### src/rtl/fetch_unit_if.sv
// ============================================================================
// Module      : fetch_unit_if
// Description : Instruction-memory request/acknowledge bus between the fetch
//               unit (master) and the instruction memory (slave).
//               ImemReq   : request, fetcher -> memory
//               ImemAddr  : word-aligned fetch address, fetcher -> memory
//               ImemAck   : transfer completes when ImemReq & ImemAck
//               ImemRdata : instruction word, valid in the ack cycle
// Revision    : 1.0 - initial release
// ============================================================================
`default_nettype none

interface fetch_unit_if;
  logic        ImemReq;
  logic [31:0] ImemAddr;
  logic        ImemAck;
  logic [31:0] ImemRdata;

  modport master (
    output ImemReq,
    output ImemAddr,
    input  ImemAck,
    input  ImemRdata
  );

  modport slave (
    input  ImemReq,
    input  ImemAddr,
    output ImemAck,
    output ImemRdata
  );
endinterface

`default_nettype wire

### src/rtl/fetch_unit.sv
// ============================================================================
// Module      : fetch_unit
// Description : Instruction fetch stage with a 2-entry {instr, pc} FIFO.
//               Keeps a fetch PC, requests instruction words while the FIFO
//               has room, and presents the head entry to decode. A redirect
//               (PCSrc) flushes the FIFO, drops any transfer completing in
//               the same cycle and retargets the fetch PC.
// Ports       : clk        - clock, rising edge
//               reset      - asynchronous, active-low reset
//               PCSrc      - redirect request
//               Result     - redirect target (low two bits ignored)
//               IStall     - downstream not ready, hold head instruction
//               imem       - instruction-memory bus (master modport)
//               Instr      - head instruction, MOV r0,r0 bubble when empty
//               InstrValid - Instr holds a real fetched instruction
//               PCPlus8    - head PC + 8 (fetch PC + 8 when empty)
//               FetchCount - pushed-instruction count (FETCH_PERFCNT_EN only)
//               FlushCount - flush-event count (FETCH_PERFCNT_EN only)
// Config      : define FETCH_PERFCNT_EN to add the saturating perf counters.
// Revision    : 1.0 - initial release
// ============================================================================
`default_nettype none

module fetch_unit #(
  parameter logic [31:0] RESET_PC = 32'h0000_0000
) (
  input  wire logic        clk,
  input  wire logic        reset,
  input  wire logic        PCSrc,
  input  wire logic [31:0] Result,
  input  wire logic        IStall,
  fetch_unit_if.master     imem,
  output logic      [31:0] Instr,
  output logic             InstrValid,
  output logic      [31:0] PCPlus8
`ifdef FETCH_PERFCNT_EN
  ,
  output logic      [31:0] FetchCount,
  output logic      [15:0] FlushCount
`endif
);

  localparam logic [31:0] c_NOP = 32'hE1A0_0000;

  // Registered state
  logic [31:0] r_fetch_pc;
  logic [31:0] r_instr_q [0:1];
  logic [31:0] r_pc_q    [0:1];
  logic        r_head;
  logic [1:0]  r_count;
  // Cleared by reset and set on the first clock edge afterwards, so the
  // request stays low throughout reset even though the FIFO is empty.
  logic        r_run;

  // Combinational control
  logic        w_xfer;
  logic        w_push;
  logic        w_pop;
  logic        w_tail;
  logic [31:0] w_target;

  assign imem.ImemReq  = r_run & (r_count != 2'd2);
  assign imem.ImemAddr = r_fetch_pc;

  assign w_xfer   = imem.ImemReq & imem.ImemAck;
  assign w_push   = w_xfer & ~PCSrc;
  assign w_pop    = (r_count != 2'd0) & ~IStall & ~PCSrc;
  // A push only happens with count < 2, so the tail slot is head + count[0].
  assign w_tail   = r_head ^ r_count[0];
  assign w_target = Result & 32'hFFFF_FFFC;

  assign InstrValid = (r_count != 2'd0);

  always_comb begin
    Instr   = c_NOP;
    PCPlus8 = r_fetch_pc + 32'd8;
    if (r_count != 2'd0) begin
      Instr   = r_instr_q[r_head];
      PCPlus8 = r_pc_q[r_head] + 32'd8;
    end
  end

  always_ff @(posedge clk or negedge reset) begin
    if (!reset) begin
      r_fetch_pc   <= RESET_PC;
      r_head       <= 1'b0;
      r_count      <= 2'd0;
      r_run        <= 1'b0;
      r_instr_q[0] <= c_NOP;
      r_instr_q[1] <= c_NOP;
      r_pc_q[0]    <= 32'd0;
      r_pc_q[1]    <= 32'd0;
    end else begin
      r_run <= 1'b1;
      if (PCSrc) begin
        // Redirect wins over everything: flush and retarget.
        r_count    <= 2'd0;
        r_head     <= 1'b0;
        r_fetch_pc <= w_target;
      end else begin
        if (w_push) begin
          r_instr_q[w_tail] <= imem.ImemRdata;
          r_pc_q[w_tail]    <= r_fetch_pc;
          r_fetch_pc        <= r_fetch_pc + 32'd4;
        end
        if (w_pop) begin
          r_head <= ~r_head;
        end
        case ({w_push, w_pop})
          2'b10:   r_count <= r_count + 2'd1;
          2'b01:   r_count <= r_count - 2'd1;
          default: r_count <= r_count;
        endcase
      end
    end
  end

`ifdef FETCH_PERFCNT_EN
  logic [31:0] r_fetch_cnt;
  logic [15:0] r_flush_cnt;
  logic        w_flush_evt;

  // A flush event is a redirect that throws away queued or arriving work.
  assign w_flush_evt = PCSrc & ((r_count != 2'd0) | w_xfer);

  always_ff @(posedge clk or negedge reset) begin
    if (!reset) begin
      r_fetch_cnt <= 32'd0;
      r_flush_cnt <= 16'd0;
    end else begin
      if (w_push && (r_fetch_cnt != 32'hFFFF_FFFF)) begin
        r_fetch_cnt <= r_fetch_cnt + 32'd1;
      end
      if (w_flush_evt && (r_flush_cnt != 16'hFFFF)) begin
        r_flush_cnt <= r_flush_cnt + 16'd1;
      end
    end
  end

  assign FetchCount = r_fetch_cnt;
  assign FlushCount = r_flush_cnt;
`endif

endmodule

`default_nettype wire

### src/flat_wrapper.sv
// flat-port wrapper written by rule: the top's interface ports become plain ports
module fetch_unit_flat 
#(
  parameter logic [31:0] RESET_PC = 32'h0000_0000
)
  (clk, reset, PCSrc, Result, IStall, Instr, InstrValid, PCPlus8, imem_ImemReq, imem_ImemAddr, imem_ImemAck, imem_ImemRdata);
  fetch_unit_if imem_i ();
  input  wire logic clk;
  input  wire logic reset;
  input  wire logic PCSrc;
  input  wire logic [31:0] Result;
  input  wire logic IStall;
  output logic      [31:0] Instr;
  output logic InstrValid;
  output logic      [31:0] PCPlus8;
  output wire logic [$bits(imem_i.ImemReq)-1:0] imem_ImemReq;
  output wire logic [$bits(imem_i.ImemAddr)-1:0] imem_ImemAddr;
  input wire logic [$bits(imem_i.ImemAck)-1:0] imem_ImemAck;
  input wire logic [$bits(imem_i.ImemRdata)-1:0] imem_ImemRdata;
  assign imem_ImemReq = imem_i.ImemReq;
  assign imem_ImemAddr = imem_i.ImemAddr;
  assign imem_i.ImemAck = imem_ImemAck;
  assign imem_i.ImemRdata = imem_ImemRdata;
  fetch_unit #(.RESET_PC(RESET_PC)) u_core (.clk(clk), .reset(reset), .PCSrc(PCSrc), .Result(Result), .IStall(IStall), .imem(imem_i), .Instr(Instr), .InstrValid(InstrValid), .PCPlus8(PCPlus8));
endmodule
### config.mk
export PLATFORM = sky130hd
export DESIGN_NAME = fetch_unit_flat
export DESIGN_NICKNAME = d
export VERILOG_FILES = /design/src/rtl/fetch_unit_if.sv /design/src/rtl/fetch_unit.sv /design/src/flat_wrapper.sv
export SDC_FILE = /design/constraint.sdc
export NUM_CORES = 1
export LEC_CHECK = 0
export ABC_AREA = 1
export BUFFER_PORTS_ARGS = -buffer_cell sky130_fd_sc_hd__clkbuf_2
export CAP_MARGIN = 25
export CORE_UTILIZATION = 30
export CTS_CLUSTER_DIAMETER = 120
export CTS_CLUSTER_SIZE = 28
export DETAILED_ROUTE_END_ITERATION = 10
export GPL_TIMING_DRIVEN = 0
export SETUP_SLACK_MARGIN = 0.5
export SLEW_MARGIN = 20
export SYNTH_ARGS = -nofsm -noshare
export SYNTH_HDL_FRONTEND = slang
export SYNTH_SLANG_ARGS = --single-unit
### constraint.sdc
create_clock -name clk -period 1.78 [get_ports clk]
set_input_delay 0.267 -clock clk [delete_from_list [all_inputs] [get_ports clk]]
set_output_delay 0.267 -clock clk [all_outputs]
set_load 0.05 [all_outputs]
After elaboration in Yosys (flattened, before gate mapping)
Cells that the tools add are included.

Add/subtract/negate cells: 5. Multiply operators: 0. Divide/modulo/power cells: 0. Order comparisons: 3. Equal/unequal tests: 3. Shift operators: 0. Mux-type cells: 18. Bitwise gates (word level): 11. Reduce and logical (&&, ||, !) cells: 6.

Operators with widths (count): 32-bit two-way mux (11); 64-bit bitwise mux (2); 32-bit by 4-bit adder with 32-bit output, second input constant (2); 32-bit by 3-bit adder with 32-bit output, second input constant (1); 32-bit demux with 1-bit select (1); 2-bit nonzero test (3); 1-bit AND (5); 2-bit >= comparator, second input constant (2); 1-bit NOT with 2-bit output (2); 2-bit case mux with 2 select lines (1); 1-bit NOT (3); 3-bit nonzero test (1); 2-bit by 1-bit adder with 2-bit output, second input constant (1); 2-bit by 1-bit equality test with 1-bit output, second input constant (1); 2-bit equality test, second input constant (1); 2-bit by 1-bit < comparator with 1-bit output, second input constant (1); 1-bit two-way mux (2); 2-bit two-way mux (1); 2-bit inequality test, second input constant (1); 2-bit AND reduction (1); 2-bit by 1-bit subtractor with 2-bit output, second input constant (1); 1-bit logical AND (1); 1-bit bitwise XOR (1).

Bits in registers: 164. Latch bits: 0. Bits in writable memories: 0. Bits in read-only memories: 0. Input bits: 69. Output and inout port bits: 98. Memories kept: 0.

Logic depth before layout (Yosys ltp)
Depth in word-level cells: 7. Mapped depth: 15. Mapped depth without buffers: 13.

Least setup slack after synthesis
Ideal clock, no wire load.

Kind: register to output. Start point: reg u_core.r_fetch_pc[3], in the netlist u_core.imem.ImemAddr[3]. End point: out PCPlus8[18]. Arrival: 2.412 ns. Required time: 1.513 ns. Slack: -0.899 ns. Cell stages (with the launch flop): 8. Buffers on the path: 0. Cells stage by stage: dfrtp_1 > nand2_1 > nand2_1 > inv_1 > nor2_1 > nand2_1 > nor2_4 > xor2_1.

Cells in the longest elaborated chain, start to end: 2.

Ends and longest elaborated chain: start, declared (line fetch_unit.sv:46) `logic [31:0] r_fetch_pc;`; start signal, assigned (line fetch_unit.sv:99) `r_fetch_pc <= w_target;`; start signal, assigned (line fetch_unit.sv:104) `r_fetch_pc <= r_fetch_pc + 32'd4;`; 32-bit by 4-bit adder with 32-bit output (line fetch_unit.sv:76) `PCPlus8 = r_fetch_pc + 32'd8;`; 32-bit two-way mux (line fetch_unit.sv:77) `if (r_count != 2'd0) begin`; end, declared (line flat_wrapper.sv:15) `output logic [31:0] PCPlus8;`.

No other way between the ends.

Worst setup path in the final report
Start point: reg u_core.r_head. End point: out PCPlus8[23].

Cells in the longest elaborated chain, start to end: 6.

Ends and longest elaborated chain: start, declared (line fetch_unit.sv:49) `logic r_head;`; start signal, assigned (line fetch_unit.sv:107) `r_head <= ~r_head;`; 1-bit NOT with 2-bit output (not written as such) (line fetch_unit.sv:79) `PCPlus8 = r_pc_q[r_head] + 32'd8;`; 32-bit two-way mux (not written as such) (3 in series) (line fetch_unit.sv:79); 32-bit by 4-bit adder with 32-bit output (line fetch_unit.sv:79); 32-bit two-way mux (line fetch_unit.sv:77).

No other way between the ends. The select of a mux whose other input is x is not followed.

==> run metrics <==
outcome=complete, but fails checks; failing checks=negative hold slack, negative setup slack; Critical Path Fanout Max=6; reg2reg path depth=13; maximum count of clock buffers along a single path=2; number of antenna violations at the first check in global routing=3; synthesized flop and latch total=158; Req. time, crit path=1.51 ns; effective utilization at floorplan=0.3055; power per unit of standard cell area=1914 mW/mm^2; crit end category=output port; final hold violations=68; Routed Antenna Nets=0; worst relative slew slack=0.4949; Synth top cells by count=nand2_1 (565), dfrtp_1 (146), inv_1 (96), nor2_1 (92), o21ai_0 (79); register clock-pin slew on the reported worst setup and hold paths=0.07 ns; Layout Area Growth over Synthesis=74.08%; startpoint of the worst-slack reg-to-reg timing path=u_core.r_count[0]$_DFFE_PN0P_; post-synthesis cell count=1308; worst reg2reg endpoint=u_core.r_pc_q[6]$_DFFE_PN0P_; count of endpoints failing setup in the final report=177; Detail Placement HPWL=24220 microns; Std-Cell Rows=63; number of ports placed on the die boundary=167; Die X-Extent=175.7 microns; sequential share of the synthesized area=0.4383; final-report max-slew violation count=0; post-place setup slack=-0.8535 ns; total congestion overflow after global routing=0; synth top area cells=dfrtp_1 (40%), nand2_1 (23%), o21ai_0 (4.4%), inv_1 (4.0%), nor2_1 (3.8%); worst hold margin=-0.1265 ns; via count of the routed design=9820; predominant post-synthesis flop cell=dfrtp_1; routability cong.=0.9042; Detailed Routing Iterations Pass 1=5; leading area contributor after synthesis=dfrtp_1; total of max-cap violations=0; per-cell routed wire length=18.22 microns; number of global-route vias before repair=9303; # DRC=0; average via count per standard cell=4.947; async set or reset register ratio after synthesis=1.000; largest stage delay on the critical path=0.44 ns; utilization of the core after routing=0.5318; Least-Margin Pin Slew=0.7577 ns; Final Cycle Share=1.566; most repeated cell in the gate-level netlist after synthesis=nand2_1; post-synthesis cell type count=40; setup slack of the critical path after layout=-1.007 ns; worst reg2reg setup slack=-0.27 ns; wire length of the first global-routing pass=52030 microns; maximum clock frequency=358.9 MHz; dominant delay contributor by cell family on the critical path=simple AND/OR/NAND/NOR gates; die area=0.03088 sq mm; number of port buffers=159; starting DRC count in detailed routing=717; CTS Sinks=158; Slowest-stage cell, CP=dfrtp_2; total power=30.17 mW; type of the worst setup path=register to output port; Worst Path Arrival=2.52 ns; Final Net Count=1651; clock period minus final worst setup slack=2.787 ns; cts bufs inserted=17; setup repair after global routing missed its margin=true; static leakage=7.131 nW; warnings from Yosys=0; share of the synthesized area in the top cell type=0.4035; synthesized area per cell=6.923 sq um; Core ar.=0.02964 sq mm; Clock H-tree levels=4; largest vdd supply drop=1.128 mV; Placed Cells=1861; Critical Path Most Common Cell=nand2_4; Cell Count, Final, Fillers Out=1985; CTS root buffer=clkbuf_16; clock skew after layout=0.01299 ns; min-delay worst type=input pin to asynchronous set/reset pin; kind of start point of the critical path=register; series of cell instances along the critical path=buf_12, clkinv_8, nand2_4, nand2_2, nand2_2, nand2_4, ha_4, nand3_4, inv_4, nand2_8, nor2_4, nand3b_1, nand2_4, clkbuf_16; fraction of final layout cells sized beyond drive strength 1=0.5210; EDFF count, synth=0; Chip Height=175.7 microns; Worst Path Buf+Inv=4; Cell Area, Synth=0.009055 sq mm; global-route usage over all layers=0.2206; largest net degree at the start of global routing=82; CTS tree=built; clock insertion delay at the later pin of the skew report=0.44 ns; Routed Wire Length=36160 microns
sequential cells by signal, summed over array words and instances, names as in the netlist:
signal	count
u_core.r_count	2
u_core.r_head	1
u_core.imem.ImemAddr	30
u_core.r_run	1
u_core.r_instr_q	64
u_core.r_pc_q	60
cell usage in the layout (no fill, tap or decap), types with 4 or more instances in the layout:
| cell type | Yosys | final |
|---|---|---|
| nand4_1 | 8 | 8 |
| xor2_4 | 0 | 11 |
| o211ai_1 | 8 | 8 |
| nand3_1 | 67 | 44 |
| inv_6 | 0 | 4 |
| nand3_4 | 1 | 11 |
| nor3_2 | 0 | 5 |
| nor2_1 | 92 | 43 |
| dfstp_2 | 12 | 12 |
| nand2_4 | 0 | 113 |
| clkinvlp_4 | 0 | 4 |
| o21ai_0 | 79 | 12 |
| xor2_1 | 30 | 16 |
| o21ai_1 | 60 | 85 |
| buf_4 | 9 | 52 |
| clkbuf_8 | 0 | 7 |
| nand2_1 | 565 | 315 |
| nor2_2 | 3 | 20 |
| a21oi_4 | 0 | 26 |
| buf_8 | 0 | 65 |
| nand3_2 | 0 | 13 |
| nor2_4 | 2 | 34 |
| inv_1 | 96 | 85 |
| nand2_2 | 2 | 135 |
| buf_6 | 7 | 27 |
| clkbuf_16 | 0 | 34 |
| clkbuf_1 | 23 | 4 |
| clkbuf_2 | 0 | 103 |
| a21oi_1 | 35 | 9 |
| conb_1 | 2 | 5 |
| inv_2 | 3 | 10 |
| dfrtp_2 | 0 | 27 |
| buf_12 | 0 | 29 |
| nand2_8 | 0 | 4 |
| o21ai_2 | 2 | 44 |
| buf_2 | 17 | 8 |
| dfrtp_1 | 146 | 117 |
report_power, final:
group	internal, mW	switching, mW	total [mW]	leakage (nW)
Clock	2.05	1.60	3.65	0.276
Sequential	5.19	1.48	6.68	1.91
Combinational	8.36	11.5	19.8	4.94
worst max-delay path by stage:
stage | startpoint | end | depth (start not counted)
after floorplan | u_core.r_head$_DFFE_PN0P_ | PCPlus8[18] | 11
after CTS | u_core.r_head$_DFFE_PN0P_ | PCPlus8[23] | 14
final | u_core.r_head$_DFFE_PN0P_ | PCPlus8[23] | 14
after global routing | u_core.r_head$_DFFE_PN0P_ | PCPlus8[23] | 15
after global placement | reset | u_core.imem.ImemAddr[3]$_DFFE_PN0P_ | 1
after detailed placement | u_core.r_count[0]$_DFFE_PN0P_ | PCPlus8[23] | 13
timing repair:
item                                   CTS  global route
resized for setup                      228           462
pin swaps                               32            75
buffers inserted                        23            50
endpoints found under the hold margin   68            68
setup endpoints to repair              250           251
gates cloned                             2            15
through the flow:
stage	cell area (sq um)	setup TNS [ns]
after detailed placement	11810	-40.58
after global placement	11770	-437.65
after CTS	13560	-64.26
after global routing	15760	-74.82
after floorplan	10490	-6.715
final	15760	-63.14
cell type report:
| type | instances | area [sq um] |
|---|---|---|
| clock buffers | 21 | 470.5 |
| plain buffers | 65 | 818.3 |
| clock inverters | 11 | 106.4 |
| flip-flops and latches | 158 | 4010 |
| repair buffers | 249 | 2585 |
| well taps | 390 | 488.0 |
| inverters | 102 | 417.9 |
| diodes | 2 | 5.005 |
| fillers | 2653 | 13880 |
| multi-input cells | 986 | 6853 |
| repair inverters | 1 | 8.758 |
metal layers:
metal / up-vias / share of wire / track usage
met3: 67 / 0.054 / 0.04177
met1: 4728 / 0.42 / 0.2874
li1: 4692 / - / -
met2: 331 / 0.49 / 0.3617
met4: 2 / 0.033 / 0.08188
met5: - / 0.00036 / 0
cell families after synthesis:
kind of cell,Yosys count,synth area share
other,2,0.0008294
XOR/XNOR,32,0.03095
AND/OR/NAND/NOR,754,0.3331
buffers and inverters,167,0.08152
adder cells (fa/ha/maj),2,0.002763
flip-flops,158,0.4383
AO/OA/AOI/OAI,193,0.1125
Note: power is estimated with default switching activity, not from simulation.
